### src/rtl/mem_arbiter.sv
// mem_arbiter
//   Shares one single-port word memory (asynchronous read, synchronous write)
//   between the instruction-fetch requester (I) and the load/store requester
//   (D). One request is latched at a time, the memory is driven for LATENCY
//   cycles, then a one-cycle ready pulse is issued with registered read data.
//
// Parameters
//   LATENCY   memory access cycles per transaction (>= 1)
//
// Ports
//   clk, reset              clock, synchronous active-high reset
//   i_req/i_addr            instruction read request and byte address
//   i_ready/i_rdata         I completion pulse and fetched word
//   d_req/d_write/d_addr/d_wdata  data request, store flag, address, store data
//   d_ready/d_rdata         D completion pulse and loaded word
//   mem_addr/mem_din        byte address and write data to memory
//   mem_read/mem_write      memory read / write enables
//   mem_dout                asynchronous read data from memory
//   busy                    high while a transaction is in BUSY or DONE
module mem_arbiter #(
  parameter int LATENCY = 4
) (
  input  logic        clk,
  input  logic        reset,
  input  logic        i_req,
  input  logic [31:0] i_addr,
  output logic        i_ready,
  output logic [31:0] i_rdata,
  input  logic        d_req,
  input  logic        d_write,
  input  logic [31:0] d_addr,
  input  logic [31:0] d_wdata,
  output logic        d_ready,
  output logic [31:0] d_rdata,
  output logic [31:0] mem_addr,
  output logic [31:0] mem_din,
  output logic        mem_read,
  output logic        mem_write,
  input  logic [31:0] mem_dout,
  output logic        busy
);

  localparam int CNT_W = (LATENCY > 1) ? $clog2(LATENCY) : 1;
  localparam logic [CNT_W-1:0] CNT_LOAD = CNT_W'(LATENCY - 1);

  typedef enum logic [1:0] {IDLE, BUSY, DONE} state_t;

  state_t           state;
  state_t           state_nxt;
  logic             last_grant_d;  // 1 = D was granted last
  logic             sel_d;         // side owning the current transaction
  logic [CNT_W-1:0] cnt;
  logic             cnt_zero;
  logic             lat_write;
  logic [31:0]      lat_addr;
  logic [31:0]      lat_wdata;
  logic             grant_i;
  logic             grant_d;

  assign cnt_zero = (cnt == '0);

  // Round-robin: on a tie the side that did not win last time is granted.
  always_comb begin
    grant_i = i_req && (!d_req || last_grant_d);
    grant_d = d_req && (!i_req || !last_grant_d);
  end

  // ---- state register ----
  always_ff @(posedge clk) begin
    if (reset) state <= IDLE;
    else       state <= state_nxt;
  end

  // ---- next state and outputs ----
  always_comb begin
    state_nxt = state;
    mem_addr  = '0;
    mem_din   = '0;
    mem_read  = 1'b0;
    mem_write = 1'b0;
    i_ready   = 1'b0;
    d_ready   = 1'b0;
    busy      = 1'b0;
    case (state)
      IDLE: begin
        if (grant_i || grant_d) state_nxt = BUSY;
      end
      BUSY: begin
        busy      = 1'b1;
        mem_addr  = lat_addr;
        mem_din   = lat_wdata;
        mem_read  = !lat_write;
        // Write only in the final BUSY cycle: exactly one write edge, and a
        // store aborted by reset earlier never touches memory.
        mem_write = lat_write && cnt_zero;
        if (cnt_zero) state_nxt = DONE;
      end
      DONE: begin
        busy      = 1'b1;
        i_ready   = !sel_d;
        d_ready   = sel_d;
        state_nxt = IDLE;
      end
      default: state_nxt = IDLE;
    endcase
  end

  // ---- control registers and read-data capture ----
  always_ff @(posedge clk) begin
    if (reset) begin
      last_grant_d <= 1'b1;
      sel_d        <= 1'b0;
      cnt          <= '0;
      i_rdata      <= '0;
      d_rdata      <= '0;
    end else begin
      case (state)
        IDLE: begin
          if (grant_i || grant_d) begin
            sel_d        <= grant_d;
            last_grant_d <= grant_d;
            cnt          <= CNT_LOAD;
          end
        end
        BUSY: begin
          // Counter stops at zero; it is only reloaded on a new grant.
          if (!cnt_zero) begin
            cnt <= cnt - 1'b1;
          end else if (!lat_write) begin
            if (sel_d) d_rdata <= mem_dout;
            else       i_rdata <= mem_dout;
          end
        end
        default: ;
      endcase
    end
  end

  // ---- latched request (data path, not reset; only read in BUSY) ----
  always_ff @(posedge clk) begin
    if (state == IDLE && (grant_i || grant_d)) begin
      lat_addr  <= grant_d ? d_addr : i_addr;
      lat_wdata <= d_wdata;
      lat_write <= grant_d && d_write;
    end
  end

endmodule

### config.mk
export PLATFORM = sky130hd
export DESIGN_NAME = mem_arbiter
export DESIGN_NICKNAME = d
export VERILOG_FILES = /design/src/rtl/mem_arbiter.sv
export SDC_FILE = /design/constraint.sdc
export NUM_CORES = 1
export LEC_CHECK = 0
export BUFFER_PORTS_ARGS = -buffer_cell sky130_fd_sc_hd__buf_4
export CAP_MARGIN = 20
export CORE_ASPECT_RATIO = 0.8
export CORE_MARGIN = 10
export CORE_UTILIZATION = 50
export CTS_CLUSTER_DIAMETER = 150
export CTS_CLUSTER_SIZE = 12
export DETAILED_ROUTE_END_ITERATION = 7
export PLACE_DENSITY = 0.84
export SETUP_SLACK_MARGIN = 0.1
export SYNTH_ARGS = -nofsm -noshare
export SYNTH_HDL_FRONTEND = slang
export SYNTH_SLANG_ARGS = --single-unit
export TNS_END_PERCENT = 5
### constraint.sdc
create_clock -name clk -period 5.9 [get_ports clk]
set_input_delay 0.295 -clock clk [delete_from_list [all_inputs] [get_ports clk]]
set_output_delay 0.295 -clock clk [all_outputs]
set_load 0.02 [all_outputs]
==> impl_metrics.py, run 1 <==
metrics = {
    "logic_synthesis": {
        "ys_seq_area_share_pct": 61.41,
        "avgSynthCellArea_um2": 10.88,
        "ys.flop_type": "dfxtp_1",
        "syn_area_um2": 5460,
        "synth.distinct_cells": 31,
        "async_flop_share_pct": 0,
        "synth_edf_count": 65,
        "synth_warnings": 0,
        "yosys_register_bits": 135,
        "synth_cells": 502,
        "syn_nets": 640,
    },
    "timing": {
        "finalSetupTns_ns": 0,
        "worst_pin_slew_ns": 0.9934,
        "min_period_ns": 2.771,
        "fin_skew_ns": 0.01081,
        "rsz0062_at_grt": "false",
        "max_freq_mhz": 360.9,
        "maxSlewViolCount": 0,
        "fin_crit_sh_pct": 46.96,
        "hold_violations": 0,
        "whs_ns": 0.06551,
        "slew_headroom_pct": 33.78,
        "setup_viol": 0,
    },
    "detailed_routing": {
        "dr.pass1.iters": 5,
        "drt_first_iter_violations": 400,
        "drtAntennaViolNets": 0,
        "wl_per_cell_um": 17.61,
        "vias_per_cell": 4.939,
        "drc_errors": 0,
        "vias": 4509,
        "drt-total-wl_um": 16080,
    },
    "global_route": {
        "grt.total_usage_pct": 19.71,
        "grt_pass1_vias": 4667,
        "grt_pass1_wl_um": 24430,
        "grt_max_degree": 77,
        "grt_antenna_before_repair": 0,
        "grt_overflow": 0,
    },
    "placed_design": {
        "portBuffers": 265,
        "dp_hpwl_um": 11980,
        "dp.cells": 878,
        "place_area_um2": 7430,
        "gp_congestion": 0.8132,
    },
    "final_layout": {
        "multi_input_area_um2": 1873,
        "layout_commonest_cell": "buf_4",
        "diodes": 0,
        "fin_nets": 894,
        "instances_no_fill": 913,
        "n_fill_cell": 720,
        "synthToLayoutAreaGrowth_pct": 48.67,
        "drive_above_1_share_pct": 44.21,
        "layout_common_cells": "buf_4, nand2_1, dfxtp_1, a21oi_1, and2_1",
        "design_area_um2": 8118,
        "final_util_pct": 75.42,
        "regArea_um2": 3353,
    },
    "worst_setup_path": {
        "crit_arrival_ns": 3.02,
        "cp-end-kind": "flip-flop",
        "worst_r2r_endpoint": "d_rdata[2]",
        "rrSetupSlack_ns": 3.13,
        "max_stage_delay_ns": 0.88,
        "critPathBufInv": 1,
        "rr_startpoint": "state[1]",
        "cp_data_required_time_ns": 6.15,
        "cp_max_fo": 76,
        "slowest_stage": "nand4b_2",
        "worstSetupStartpointType": "flip-flop",
        "worst-setup-path-type": "reg2reg",
        "r2r_cells": 5,
        "crit_chain": "inv_1, ha_2, nand4b_2, nand2_1, a21oi_1",
        "path_delay_family": "simple AND/OR/NAND/NOR gates",
    },
    "floorplanning": {
        "dieHeight_um": 113.5,
        "die_w_um": 136.8,
        "initial_core_util_pct": 50.73,
        "rows": 34,
        "die-area_um2": 15530,
        "ios": 266,
        "core_um2": 10760,
    },
    "clock_tree": {
        "cts_made_buffers": 17,
        "cts_root_buf": "clkbuf_16",
        "cts.sinks": 135,
        "clk_latency_ns": 0.40,
        "post_cts_buffers": 0,
        "cts.repair.resized": 0,
        "cts_hold_buf": 0,
        "cts.clk_slew.worst_paths_ns": 0.06,
        "tritoncts": "done",
        "h-tree-depth": 4,
        "cts_buffer_depth": 2,
    },
    "power_and_ir_drop": {
        "power_leakage_nw": 3.493,
        "pwr_density_cell_nw_per_um2": 424.2,
        "ir_worst_vdd_v": 0.0002309,
    },
    "worst_hold_path": {
        "min_path_type": "in2reg",
        "hold_start": "d_wdata[2]",
        "holdPathEnd": "lat_wdata[2]",
        "min_delay_path_depth": 1,
    },
    "run": {
        "maxCapViolCount": 0,
    },
    "status": {
        "run_status": "complete, no violations",
    },
}
-- how the worst max path moves through the flow --
| stage | startpoint | end | slack [ns] | depth (start not counted) |
|---|---|---|---|---|
| finish | state[1] | d_rdata[2] | 3.13 | 5 |
| global route | state[1] | d_rdata[2] | 2.79 | 5 |
| CTS | state[1] | d_rdata[1] | 3.02 | 5 |
| detailed placement | state[1] | d_rdata[12] | 3.10 | 5 |
| global placement | state[1] | d_rdata[14] | 3.20 | 5 |
| floorplan | state[0] | lat_addr[0] | 3.46 | 4 |
-- kinds of logic (layout without fill, tap and decap cells) --
logic type      Yosys count  count (layout)  share of synthesized area (%)
compound gates           75              75                          7.402
fa+ha+maj                 5               5                          1.146
buf+inv                  40             307                          4.331
flops                   135             135                          61.41
mux                      32              32                          6.599
simple gates            215             215                          19.11
-- Yosys cell counts (2+ instances only) --
library cell | instances | share of area (%)
edfxtp_1 | 65 | 36
nand2_1 | 130 | 8.9
or2_2 | 2 | 0.23
nor3_1 | 2 | 0.18
mux2_2 | 30 | 6.2
a31oi_1 | 2 | 0.23
nor2_1 | 2 | 0.14
and3_1 | 2 | 0.23
and2_1 | 66 | 7.6
buf_6 | 9 | 1.9
a21oi_1 | 68 | 6.2
mux2_1 | 2 | 0.41
inv_1 | 5 | 0.34
o21ai_0 | 2 | 0.18
ha_1 | 5 | 1.1
clkbuf_1 | 15 | 1.0
dfxtp_1 | 70 | 26
buf_2 | 9 | 0.82
nor2b_1 | 3 | 0.34
buf_4 | 2 | 0.27
-- through the flow --
stage               setup slack (ns)  total power [mW]
finish                         3.129             3.444
global route                   2.794             3.610
CTS                            3.015             3.454
detailed placement             3.100             2.374
global placement               3.195             2.341
floorplan                      3.458             1.929
-- routing by layer --
metal,vias up,wire [µm],track usage (%)
li1,2199,-,-
met1,2119,5785,21.04
met2,173,8569,35.15
met3,18,1444,7.206
met4,0,279,6.802
met5,-,0,0
-- flip-flops by register name, summed over array words and instances, names as in the netlist --
| register | flops |
|---|---|
| d_rdata | 32 |
| i_rdata | 32 |
| lat_addr | 32 |
| lat_wdata | 32 |
| cnt | 2 |
| state | 2 |
| last_grant_d | 1 |
| lat_write | 1 |
| sel_d | 1 |
-- report_power, final --
group / total (mW) / internal [mW] / leakage [nW] / switching, mW
sequential: 1.27 / 1.21 / 1.20 / 0.0590
clock: 1.08 / 0.676 / 0.309 / 0.399
combinational: 1.10 / 0.451 / 1.98 / 0.644
-- layout make-up --
class,count,area share (%)
inverter,5,0.2312
clock inverter,13,1.695
tap,144,2.219
timing repair buffer,270,25.62
clock buffer,19,5.857
multi-input combinational,327,23.07
sequential,135,41.31
No activity file was read; power rests on OpenSTA's default activity.
==> run 2, diff against run 1 <==
--- a/config.mk
+++ b/config.mk
@@ -9,11 +9,11 @@
 export CAP_MARGIN = 20
 export CORE_ASPECT_RATIO = 0.8
 export CORE_MARGIN = 10
-export CORE_UTILIZATION = 50
+export CORE_UTILIZATION = 42
 export CTS_CLUSTER_DIAMETER = 150
 export CTS_CLUSTER_SIZE = 12
 export DETAILED_ROUTE_END_ITERATION = 7
-export PLACE_DENSITY = 0.84
+export PLACE_DENSITY = 0.75
 export SETUP_SLACK_MARGIN = 0.1
 export SYNTH_ARGS = -nofsm -noshare
 export SYNTH_HDL_FRONTEND = slang
==> constraint.sdc (replaced) <==
create_clock -name clk -period 2.4 [get_ports clk]
set_input_delay 0.12 -clock clk [delete_from_list [all_inputs] [get_ports clk]]
set_output_delay 0.12 -clock clk [all_outputs]
set_load 0.02 [all_outputs]
==> impl_metrics.py, run 2 (synthesis gave the netlist of run 1 again) <==
metrics = {
    "power_and_ir_drop": {
        "pwr-share-comb_pct": 33.9,
        "p_int_mw": 5.835,
        "p_clk_share_pct": 30.1,
        "power_leakage_nw": 3.956,
        "netSwitchingFraction_pct": 32.92,
        "ir_worst_vdd_v": 0.0006011,
        "seq_power_share_pct": 36.0,
        "pwr_density_cell_nw_per_um2": 937.2,
        "netSwitchingPower_mw": 2.864,
    },
    "detailed_routing": {
        "drt_first_iter_violations": 278,
        "wl_per_cell_um": 17.66,
        "drt-total-wl_um": 18720,
        "drtAntennaViolNets": 0,
        "vias": 5073,
        "drc_errors": 0,
        "vias_per_cell": 4.786,
        "dr.pass1.iters": 4,
    },
    "worst_hold_path": {
        "holdPathEnd": "lat_addr[5]",
        "hold_start": "i_addr[5]",
        "min_path_type": "in2reg",
        "min_delay_path_depth": 2,
    },
    "clock_tree": {
        "h-tree-depth": 4,
        "cts_made_buffers": 17,
        "post_cts_buffers": 0,
        "cts.clk_slew.worst_paths_ns": 0.06,
        "cts.sinks": 135,
        "cts_buffer_depth": 2,
        "cts_root_buf": "clkbuf_16",
        "clk_latency_ns": 0.42,
        "tritoncts": "done",
    },
    "worst_setup_path": {
        "rrSetupSlack_ns": 0.20,
        "worst_r2r_endpoint": "lat_addr[23]",
        "cp_max_fo": 31,
        "max_stage_delay_ns": 0.57,
        "crit_chain": "a21boi_4, buf_4, mux2_2, dlygate4sd3_1",
        "crit_arrival_ns": 2.37,
        "worstSetupStartpointType": "flip-flop",
        "slowest_stage": "dlygate4sd3_1",
        "crit_start": "last_grant_d",
        "rr_startpoint": "last_grant_d",
        "cp_data_required_time_ns": 2.56,
        "worst-setup-path-type": "reg2reg",
        "cp-end-kind": "flip-flop",
        "r2r_cells": 4,
    },
    "timing": {
        "maxSlewViolCount": 0,
        "max_freq_mhz": 454.2,
        "finalSetupTns_ns": 0,
        "fin_ws_ns": 0.1985,
        "rsz0062_at_grt": "false",
        "slew_headroom_pct": 52.46,
        "setup_viol": 0,
        "fin_crit_sh_pct": 91.73,
        "whs_ns": 0.02096,
        "hold_violations": 0,
        "fin_skew_ns": 0.008201,
        "worst_pin_slew_ns": 0.7131,
        "min_period_ns": 2.201,
    },
    "placed_design": {
        "dp_slack_ns": 0.6795,
        "gp_congestion": 0.7372,
        "portBuffers": 265,
        "dp_hpwl_um": 12340,
        "place_area_um2": 7535,
    },
    "global_route": {
        "grt.total_usage_pct": 20.27,
        "grt_max_degree": 71,
        "grt_antenna_before_repair": 0,
        "grt_pass1_vias": 5539,
        "grt_pass1_wl_um": 28840,
        "grt_overflow": 0,
    },
    "floorplanning": {
        "core_um2": 12780,
        "initial_core_util_pct": 42.73,
        "die_w_um": 147.5,
        "rows": 37,
        "ios": 266,
        "die-area_um2": 17990,
        "dieHeight_um": 122.0,
    },
    "final_layout": {
        "design_area_um2": 9283,
        "drive_above_1_share_pct": 38.64,
        "diodes": 0,
        "layout_common_cells": "buf_4, nand2_1, dlygate4sd3_1, dfxtp_1, a21oi_1",
        "synthToLayoutAreaGrowth_pct": 70.00,
        "fin_nets": 1010,
        "layout_commonest_cell": "buf_4",
    },
    "run": {
        "maxCapViolCount": 0,
    },
    "status": {
        "run_status": "complete, no violations",
    },
}
[run 2: cell types whose count changed in the layout (fill, tap and decap cells not counted), sizes merged]
cell         change
buf              +2
dlygate4sd3    +114
clkinv           -2
clkinvlp         +2
bufinv           -1
inv              +1
[run 2: timing repair]
item,in CTS,in global routing
gates resized for setup,0,0
hold endpoints to repair,124,0
hold buffers,114,0
[run 2: power by group through the flow]
stage | sequential [mW] | combinational (mW) | clock [mW]
floorplan | 3.24 | 1.50 | 0
global placement | 3.15 | 2.71 | 0
detailed placement | 3.17 | 2.77 | 0
CTS | 3.12 | 2.96 | 2.67
global route | 3.18 | 3.17 | 2.77
finish | 3.13 | 2.95 | 2.62
[run 2: stage by stage]
stage | std cells | power [mW] | util, %
after floorplan | 502 | 4.740 | -
after global placement | 914 | 5.855 | 58.97
after detailed placement | 914 | 5.937 | 58.97
after CTS | 1060 | 8.752 | 72.65
after global routing | 1060 | 9.110 | 72.65
final | 1060 | 8.699 | 72.65
[run 2: how the worst max path moves through the flow]
stage,to
after floorplan,lat_addr[0]
after global placement,lat_addr[13]
after detailed placement,d_rdata[16]
after CTS,lat_addr[20]
after global routing,lat_addr[23]
final,lat_addr[23]
[run 2: layout make-up]
cell class | count | area (µm²)
fill | 870 | 3495
timing repair buffer | 386 | 3208
tap | 175 | 219.0
clock inverter | 13 | 131.4
clock buffer | 19 | 475.5
sequential | 135 | 3353
inverter | 5 | 22.52
multi-input combinational | 327 | 1873
[run 2: worst max-delay path, delay by kind of cell, from the launching register on]
kind	cells	cell delay, ns
AO/OA/AOI/OAI	1	0.22
buffers and inverters	2	0.98
flip-flops	1	0.34
multiplexers	1	0.38
[run 2: per-layer routing]
metal  GRT usage, %  share of wire (%)  up-vias
met5              0                  0        -
met4          10.20                3.2        0
met2          36.84                 53      209
met1          20.16                 36     2399
li1               -                  -     2422
met3          7.521                7.5       43
